### config.mk
export PLATFORM = sky130hd
export DESIGN_NAME = disk_spin_animation
export DESIGN_NICKNAME = d
export VERILOG_FILES = /design/src/rtl/disk_spin_animation.sv
export SDC_FILE = /design/constraint.sdc
export NUM_CORES = 1
export LEC_CHECK = 0
export CAP_MARGIN = 40
export CORE_UTILIZATION = 52
export CTS_BUF_LIST = sky130_fd_sc_hd__clkbuf_16
export DETAILED_ROUTE_END_ITERATION = 12
export PLACE_DENSITY = 0.82
export REMOVE_ABC_BUFFERS = 1
export SYNTH_ARGS = -nofsm -noshare
export SYNTH_HDL_FRONTEND = slang
export SYNTH_SLANG_ARGS = --single-unit
export TNS_END_PERCENT = 50
### constraint.sdc
create_clock -name Clk -period 1.9 [get_ports Clk]
set_clock_uncertainty 0.15 [all_clocks]
set_input_delay 0.38 -clock Clk [delete_from_list [all_inputs] [get_ports Clk]]
set_output_delay 0.38 -clock Clk [all_outputs]
set_load 0.02 [all_outputs]
### src/rtl/disk_spin_animation.sv
// Single 7-segment "spinning disk": one outer segment lit, advancing one position
// every STEP_CYCLES clocks while Start is high, frozen while Start is low.
module disk_spin_animation #(
    parameter int STEP_CYCLES = 25000000,
    parameter bit ACTIVE_LOW  = 1'b1,
    parameter bit CLOCKWISE   = 1'b1
) (
    input  logic       Clk,
    input  logic       nReset,
    input  logic       Start,
    output logic [7:0] SSeg
);

    localparam int CW = (STEP_CYCLES > 1) ? $clog2(STEP_CYCLES) : 1;
    localparam logic [CW-1:0] LAST = CW'(STEP_CYCLES - 1);

    typedef enum logic [2:0] {
        SA = 3'd0,
        SB = 3'd1,
        SC = 3'd2,
        SD = 3'd3,
        SE = 3'd4,
        SF = 3'd5
    } pos_t;

    pos_t          pos, pos_nxt;
    logic [CW-1:0] cnt, cnt_nxt;
    logic          step;
    logic [7:0]    lit;

    always_ff @(posedge Clk or negedge nReset) begin
        if (!nReset) begin
            cnt <= '0;
            pos <= SA;
        end else begin
            cnt <= cnt_nxt;
            pos <= pos_nxt;
        end
    end

    // A low Start clears the partial count so every resume waits a full period.
    always_comb begin
        step    = Start && (cnt == LAST);
        cnt_nxt = '0;
        pos_nxt = pos;
        if (Start && !step) begin
            cnt_nxt = cnt + 1'b1;
        end
        if (step) begin
            if (CLOCKWISE) begin
                case (pos)
                    SA:      pos_nxt = SB;
                    SB:      pos_nxt = SC;
                    SC:      pos_nxt = SD;
                    SD:      pos_nxt = SE;
                    SE:      pos_nxt = SF;
                    SF:      pos_nxt = SA;
                    default: pos_nxt = SB;
                endcase
            end else begin
                case (pos)
                    SA:      pos_nxt = SF;
                    SF:      pos_nxt = SE;
                    SE:      pos_nxt = SD;
                    SD:      pos_nxt = SC;
                    SC:      pos_nxt = SB;
                    SB:      pos_nxt = SA;
                    default: pos_nxt = SF;
                endcase
            end
        end
    end

    // Illegal encodings show segment a, matching the state they recover from.
    always_comb begin
        lit = 8'h01;
        case (pos)
            SA:      lit = 8'h01;
            SB:      lit = 8'h02;
            SC:      lit = 8'h04;
            SD:      lit = 8'h08;
            SE:      lit = 8'h10;
            SF:      lit = 8'h20;
            default: lit = 8'h01;
        endcase
        SSeg = ACTIVE_LOW ? ~lit : lit;
    end

endmodule

==> summary.md, run 1 <==
| Metric | Value |
|---|---|
| Mapped Cells | `164` |
| DRC viols | `0` |
| Largest cells by area after synthesis | `dfrtp_1, xor2_1, nand4_1, a21oi_1, o31ai_1` |
| Failing checks | `setup timing` |
| Routed Antenna Nets | `0` |
| Hold bufs inserted after CTS | `0` |
| Final setup viols | `6` |
| Buffers added on ports | `8` |
| Die Wd | `56.5 µm` |
| Worst Hold Class | `reg2reg` |
| First-pass GRT wire length | `about 6700 µm` |
| Minimum clock period after layout | `1.94 ns` |
| Final period util | `102%` |
| Setup crit end kind | `flip-flop` |
| Critical path launch point | `cnt[7]$_DFF_PN0_` |
| Grt ovf | `0` |
| Root buffer cell | `clkbuf_16` |
| Share of cells above drive strength 1 | `between 30 and 40%` |
| Crit start category | `flip-flop` |
| Largest net degree at the start of global routing | `29` |
| Initial antenna violation count | `0` |
| Vias in the first global route | `around 1,500` |
| Status | `complete, but fails checks` |
| Most common cell after layout, fill and taps aside | `buf_4` |
| WL final | `~4500 µm` |
| Starting Density | `55.5%` |
| Post-synthesis sequential area ratio | `45.4%` |
| Via count | `1,525` |
| Synth top area share | `45.4%` |
| CTS tree | `built` |
| Ant. Diodes | `0` |
| Core Box Area | `0.00278 mm²` |
| Routed WL per cell | `18.6 µm` |
| Max-Cap Viols | `0` |
| Synth Cell Area | `0.00154 mm²` |
| Cell taking the most area after synthesis | `dfrtp_1` |
| All-layer global routing usage | `26.8%` |
| Die area | `0.00319 mm²` |
| Final GP Congestion | `0.818` |
| Crit path max fanout | `5` |
| Worst EP arrival | `1.98 ns` |
| Synthesis-stage register bit count | `28` |
| Vias/cell | `6.30` |
| Dpl hpwl | `2610 µm` |
| Fmax | `516 MHz` |
| H-tree Lvls | `1` |
| VDD IR max | `538 µV` |
| Layout area overhead | `37.4%` |
| Reg2reg start | `cnt[7]$_DFF_PN0_` |
| PD cells | `about 560 mW/mm²` |
| Num rows | `19` |
| Synth unique cells | `30` |
| Reg clk slew, reported paths | `0.07 ns` |
| Placed cells | `230` |
| Pins Over Slew Limit | `0` |
| Synthesis warning total | `0` |
| Worst-Skew Late Latency | `0.27 ns` |
| Clock Sinks | `28` |
| Chip height | `56.5 µm` |
| RSZ-0062 raised after global routing | `true` |
| Top Ports | `11` |
| Leakage | `between 0.9 and 1 nW` |
| Clk buf depth | `2` |
| Commonest non-fill, non-tap cells in the layout | `buf_4, dfrtp_1, nor2_1, nand2_1, nand4_1` |
| Pre-Repair DR Iteration Count | `4` |
| Syn Area/Cell | `9.41 µm²` |
| Post-layout instance count excluding filler cells | `242` |
| Final net count | `217` |
| Final setup margin | `-0.0391 ns` |
| Reg2Reg Setup Slack | `-0.04 ns` |
| TritonCTS Buffers | `3` |
| Hold path startpoint | `cnt[0]$_DFF_PN0_` |
| Detailed Route Iter0 Violations | `between 100 and 150` |
| DP Worst Slack | `-0.164 ns` |
| Critical path type | `reg2reg` |
| Count of final hold-check violations | `0` |
| Worst EP required | `a little under 2 ns` |
-- sequential cells by signal, summed over array words and instances, names as in the netlist --
| name | count |
|---|---|
| cnt | 25 |
| pos | 3 |
-- cell families (layout without fill, tap and decap cells) --
family          count (synthesis)  count (layout)  synth area share, %
buf+inv                        16              62                 4.94
simple gates                   76              76                 29.0
other cells                     1               2                0.243
xor+xnor                       11              11                 6.24
flops                          28              28                 45.4
compound gates                 29              29                 11.4
fa+ha+maj                       1               1                0.810
mux                             2               2                 1.94
-- per-stage QoR --
step	hold WS (ns)	power [mW]	TNS (ns)	utilization, %	cell area (µm²)
after CTS	0.311	1.17	-0.342	71.0	1970
after global routing	0.337	1.21	-0.631	76.3	2120
after floorplan	-0.0656	0.646	-6.49	-	1490
after global placement	0.287	0.685	-0.278	68.0	1890
after detailed placement	0.304	0.688	-0.465	68.0	1890
final	0.312	1.18	-0.167	76.3	2120
-- layer usage --
metal / wire (µm) / global-route usage, %
met5: 0 / 0
met4: 206 / 15.3
met3: 227 / 4.15
met2: 2280 / 46.6
met1: 1780 / 31.1
-- report_power, final --
group	internal, mW	switching, mW	total, mW	leakage [nW]
Combinational	0.0355	0.0520	0.0875	0.499
Sequential	0.602	0.00372	0.606	0.386
Clock	0.280	0.208	0.488	0.0370
Total	0.917	0.264	1.18	0.923
-- cells in the mapped netlist --
master,n
nand2_1,14
xor2_1,10
nand3b_1,2
mux2_4,2
xnor2_1,1
o21ai_0,6
or4_4,1
o31ai_1,8
dfrtp_1,28
or3b_2,1
nor3_1,1
ha_1,1
clkbuf_1,5
o31ai_2,1
o41ai_1,1
and4bb_1,1
conb_1,1
nor4b_2,2
buf_2,4
nand3_1,6
and4_1,4
a21oi_1,13
and3_1,5
nand4_1,11
or4_1,8
buf_4,3
nor2_1,15
or3_1,4
and2_1,1
inv_1,4
-- worst paths after layout --
path	end	cells after the start
worst max-delay path	cnt[23]$_DFF_PN0_	5
worst min-delay path	cnt[0]$_DFF_PN0_	1
worst max register to register	cnt[23]$_DFF_PN0_	5
worst min register to register	cnt[0]$_DFF_PN0_	1
max in group asynchronous	cnt[16]$_DFF_PN0_	2
min in group asynchronous	cnt[23]$_DFF_PN0_	2
-- critical path, cell delays in order, from the launching register on --
cell and delay [ns]:
dfrtp_1 0.39, buf_6 0.12, and4_4 0.27, nand4_1 0.18, or4_4 0.60, a21oi_2 0.16
-- area by class of cell --
type / count / area [µm²]
fillers: 175 / 659
clock buffers: 3 / 75.1
flip-flops and latches: 28 / 701
multi-input cells: 121 / 852
well taps: 31 / 38.8
inverters: 4 / 15.0
repair buffers: 55 / 440
-- repair_timing --
action,CTS,global route
pin swaps,4,11
gates cloned,1,1
gates resized for setup,14,31
setup buffers,0,7
endpoints found under the setup margin,21,29
Note: power is estimated with default switching activity, not from simulation.
==> inputs of run 2 (changes only) <==
Settings changed: CORE_UTILIZATION 52 to 53, PLACE_DENSITY 0.82 to 0.8, RECOVER_POWER set to 50.
Clock period 1.9 ns to 1.99 ns, I/O delays scaled along.
==> summary.md, run 2 (same netlist as run 1, synthesis figures left out) <==
| Metric | Value |
|---|---|
| Starting Density | `56.0% (was 55.5%)` |
| Dpl hpwl | `2750 µm (was 2610 µm)` |
| Commonest non-fill, non-tap cells in the layout | `buf_4, dfrtp_1, nor2_1, a21oi_1, nand2_1 (was buf_4, dfrtp_1, nor2_1, nand2_1, nand4_1)` |
| CTS tree | `built (unchanged)` |
| Worst-Skew Late Latency | `0.26 ns (was 0.27 ns)` |
| Design Area, Final | `0.00194 mm² (was 0.00212 mm²)` |
| Top flop regs | `cnt (25), pos (3) (unchanged)` |
| Share of cells above drive strength 1 | `23.5% (was 36.5%)` |
| Worst EP required | `1.98 ns (was 1.94 ns)` |
| Die area | `0.00313 mm² (was 0.00319 mm²)` |
| Chip height | `56.0 µm (was 56.5 µm)` |
| Minimum clock period after layout | `1.95 ns` |
| Total power | `1.09 mW (was 1.18 mW)` |
| All-layer global routing usage | `27.1% (was 26.8%)` |
| Worst Max-Slew Pin Slew | `0.686 ns` |
| Max reg flops | `25 (unchanged)` |
| Final GP Congestion | `0.835 (was 0.818)` |
| Largest net degree at the start of global routing | `29 (unchanged)` |
| Layout area overhead | `25.7% (was 37.4%)` |
| M1 WL | `1610 µm (was 1780 µm)` |
| Grt ovf | `0 (unchanged)` |
| Clk buf depth | `2 (unchanged)` |
| Final setup viols | `0 (was 6)` |
| Reg2reg start | `cnt[15]$_DFF_PN0_ (was cnt[7]$_DFF_PN0_)` |
| Root buffer cell | `clkbuf_16 (unchanged)` |
| Most flops, register | `cnt (unchanged)` |
| WL final | `3870 µm (was 4500 µm)` |
| Worst reg-to-reg path cell count | `4 (was 5)` |
| Final TNS setup | `0 ns (was -0.167 ns)` |
| DR top layer | `met4 (unchanged)` |
| Clock Sinks | `28 (unchanged)` |
| Routed WL per cell | `17.0 µm (was 18.6 µm)` |
| Met3 WL | `186 µm (was 227 µm)` |
| Num rows | `19 (unchanged)` |
| PD cells | `564 mW/mm² (was 557 mW/mm²)` |
| First-pass GRT wire length | `6710 µm (was 6670 µm)` |
| DR WL met2 | `1960 µm (was 2280 µm)` |
| Fill cells | `204 (was 175)` |
| Crit start category | `primary input (was flip-flop)` |
| Max-Cap Viols | `0 (unchanged)` |
| Critical path type | `in2reg (was reg2reg)` |
| Routed Antenna Nets | `0 (unchanged)` |
| Die Wd | `56.0 µm (was 56.5 µm)` |
| Fmax | `512 MHz` |
| Critical path launch point | `Start (was cnt[7]$_DFF_PN0_)` |
| DRC viols | `0 (unchanged)` |
| VDD IR max | `545 µV (was 538 µV)` |
| Min-Delay Endpoint | `cnt[0]$_DFF_PN0_ (unchanged)` |
| Fin util | `70.4% (was 76.3%)` |
| Via count | `1,452 (was 1,525)` |
| Top Ports | `11 (unchanged)` |
| Status | `completed (was complete, but fails checks)` |
| Ant. Diodes | `0 (unchanged)` |
| Setup crit end kind | `flip-flop (unchanged)` |
| Buffers added on ports | `8 (unchanged)` |
| Leakage | `0.843 nW (was 0.923 nW)` |
| Final net count | `201 (was 217)` |
| Worst Hold Class | `reg2reg (unchanged)` |
| Vias in the first global route | `1,482 (was 1,509)` |
| Hold Crit Depth | `1 (unchanged)` |
| Reg clk slew, reported paths | `0.07 ns (about the same)` |
| Final period util | `98.1%` |
| Crit path max fanout | `3 (was 5)` |
| Worst EP arrival | `1.94 ns (was 1.98 ns)` |
| Most common cell after layout, fill and taps aside | `buf_4 (unchanged)` |
| H-tree Lvls | `1 (unchanged)` |
| Worst r2r dst | `pos[0]$_DFFE_PN0P_ (was cnt[23]$_DFF_PN0_)` |
| TritonCTS Buffers | `3 (unchanged)` |
| DP Area | `0.00184 mm² (was 0.00189 mm²)` |
| Vias/cell | `6.40 (was 6.30)` |
| Hold bufs inserted after CTS | `0 (unchanged)` |
| Core Box Area | `0.00276 mm² (was 0.00278 mm²)` |
| Pre-Repair DR Iteration Count | `4 (unchanged)` |
| Hold path startpoint | `cnt[0]$_DFF_PN0_ (unchanged)` |
| RSZ-0062 raised after global routing | `true (unchanged)` |
| Detailed Route Iter0 Violations | `88 (was 103)` |
| Count of final hold-check violations | `0 (unchanged)` |
| Pins Over Slew Limit | `0 (unchanged)` |
| Reg2Reg Setup Slack | `0.04 ns (was -0.04 ns)` |
| Initial antenna violation count | `0 (unchanged)` |
| Slew Limit Headroom | `54.3%` |
==> run 2: changes by cell type in the layout (fill, tap and decap cells not counted), moves of 2 or more <==
cell	delta
or4_4	-2
or4_1	+2
buf_4	-12
clkdlybuf4s50_1	-2
a21oi_1	+10
dlygate4sd3_1	+2
a21oi_2	-9
buf_6	-6
==> run 2: layout make-up <==
type                            count  area [µm²]  area share (%)
Sequential cell                    28         701            36.1
Clock buffer                        3        75.1            3.87
Tap cell                           31        38.8            2.00
Inverter                            4        15.0           0.774
Timing Repair Buffer               39         319            16.4
Multi-Input combinational cell    121         788            40.6
Clock inverter                      1        3.75           0.193
==> run 2: critical path, cell delays in order <==
cell and delay, ns:
dlygate4sd3_1 0.58, inv_1 0.07, or4_4 0.57, mux2_4 0.32
==> run 2: power by group <==
group	switching (mW)	internal, mW
Clock	0.181	0.269
Combinational	0.0420	0.0240
Sequential	0.00332	0.575
==> run 2: worst max path at each step <==
stage	end
floorplan	cnt[10]$_DFF_PN0_
global placement	pos[0]$_DFFE_PN0P_
detailed placement	pos[2]$_DFFE_PN0P_
CTS	pos[2]$_DFFE_PN0P_
global route	pos[0]$_DFFE_PN0P_
finish	pos[0]$_DFFE_PN0P_
==> run 2: repair_timing <==
action / in CTS / in global routing
gates resized for setup: 9 / 7
endpoints found under the setup margin: 8 / 28
buffers inserted: 0 / 2
pin swaps: 4 / 2
==> run 2: per-layer routing <==
layer / track usage, % / vias to the layer above
li1: - / 658
met1: 34.7 / 714
met2: 45.4 / 64
met3: 3.72 / 16
met4: 12.5 / 0
met5: 0 / -
==> run 2: through the flow <==
stage          instances  hold slack (ns)  setup WS (ns)
2_1_floorplan        153          -0.0476         -0.194
3_3_place_gp         221            0.286        -0.0607
3_5_place_dp         221            0.298         -0.142
4_1_cts              225            0.312         0.0217
5_1_grt              227            0.332        -0.0255
6_report             227            0.307         0.0376
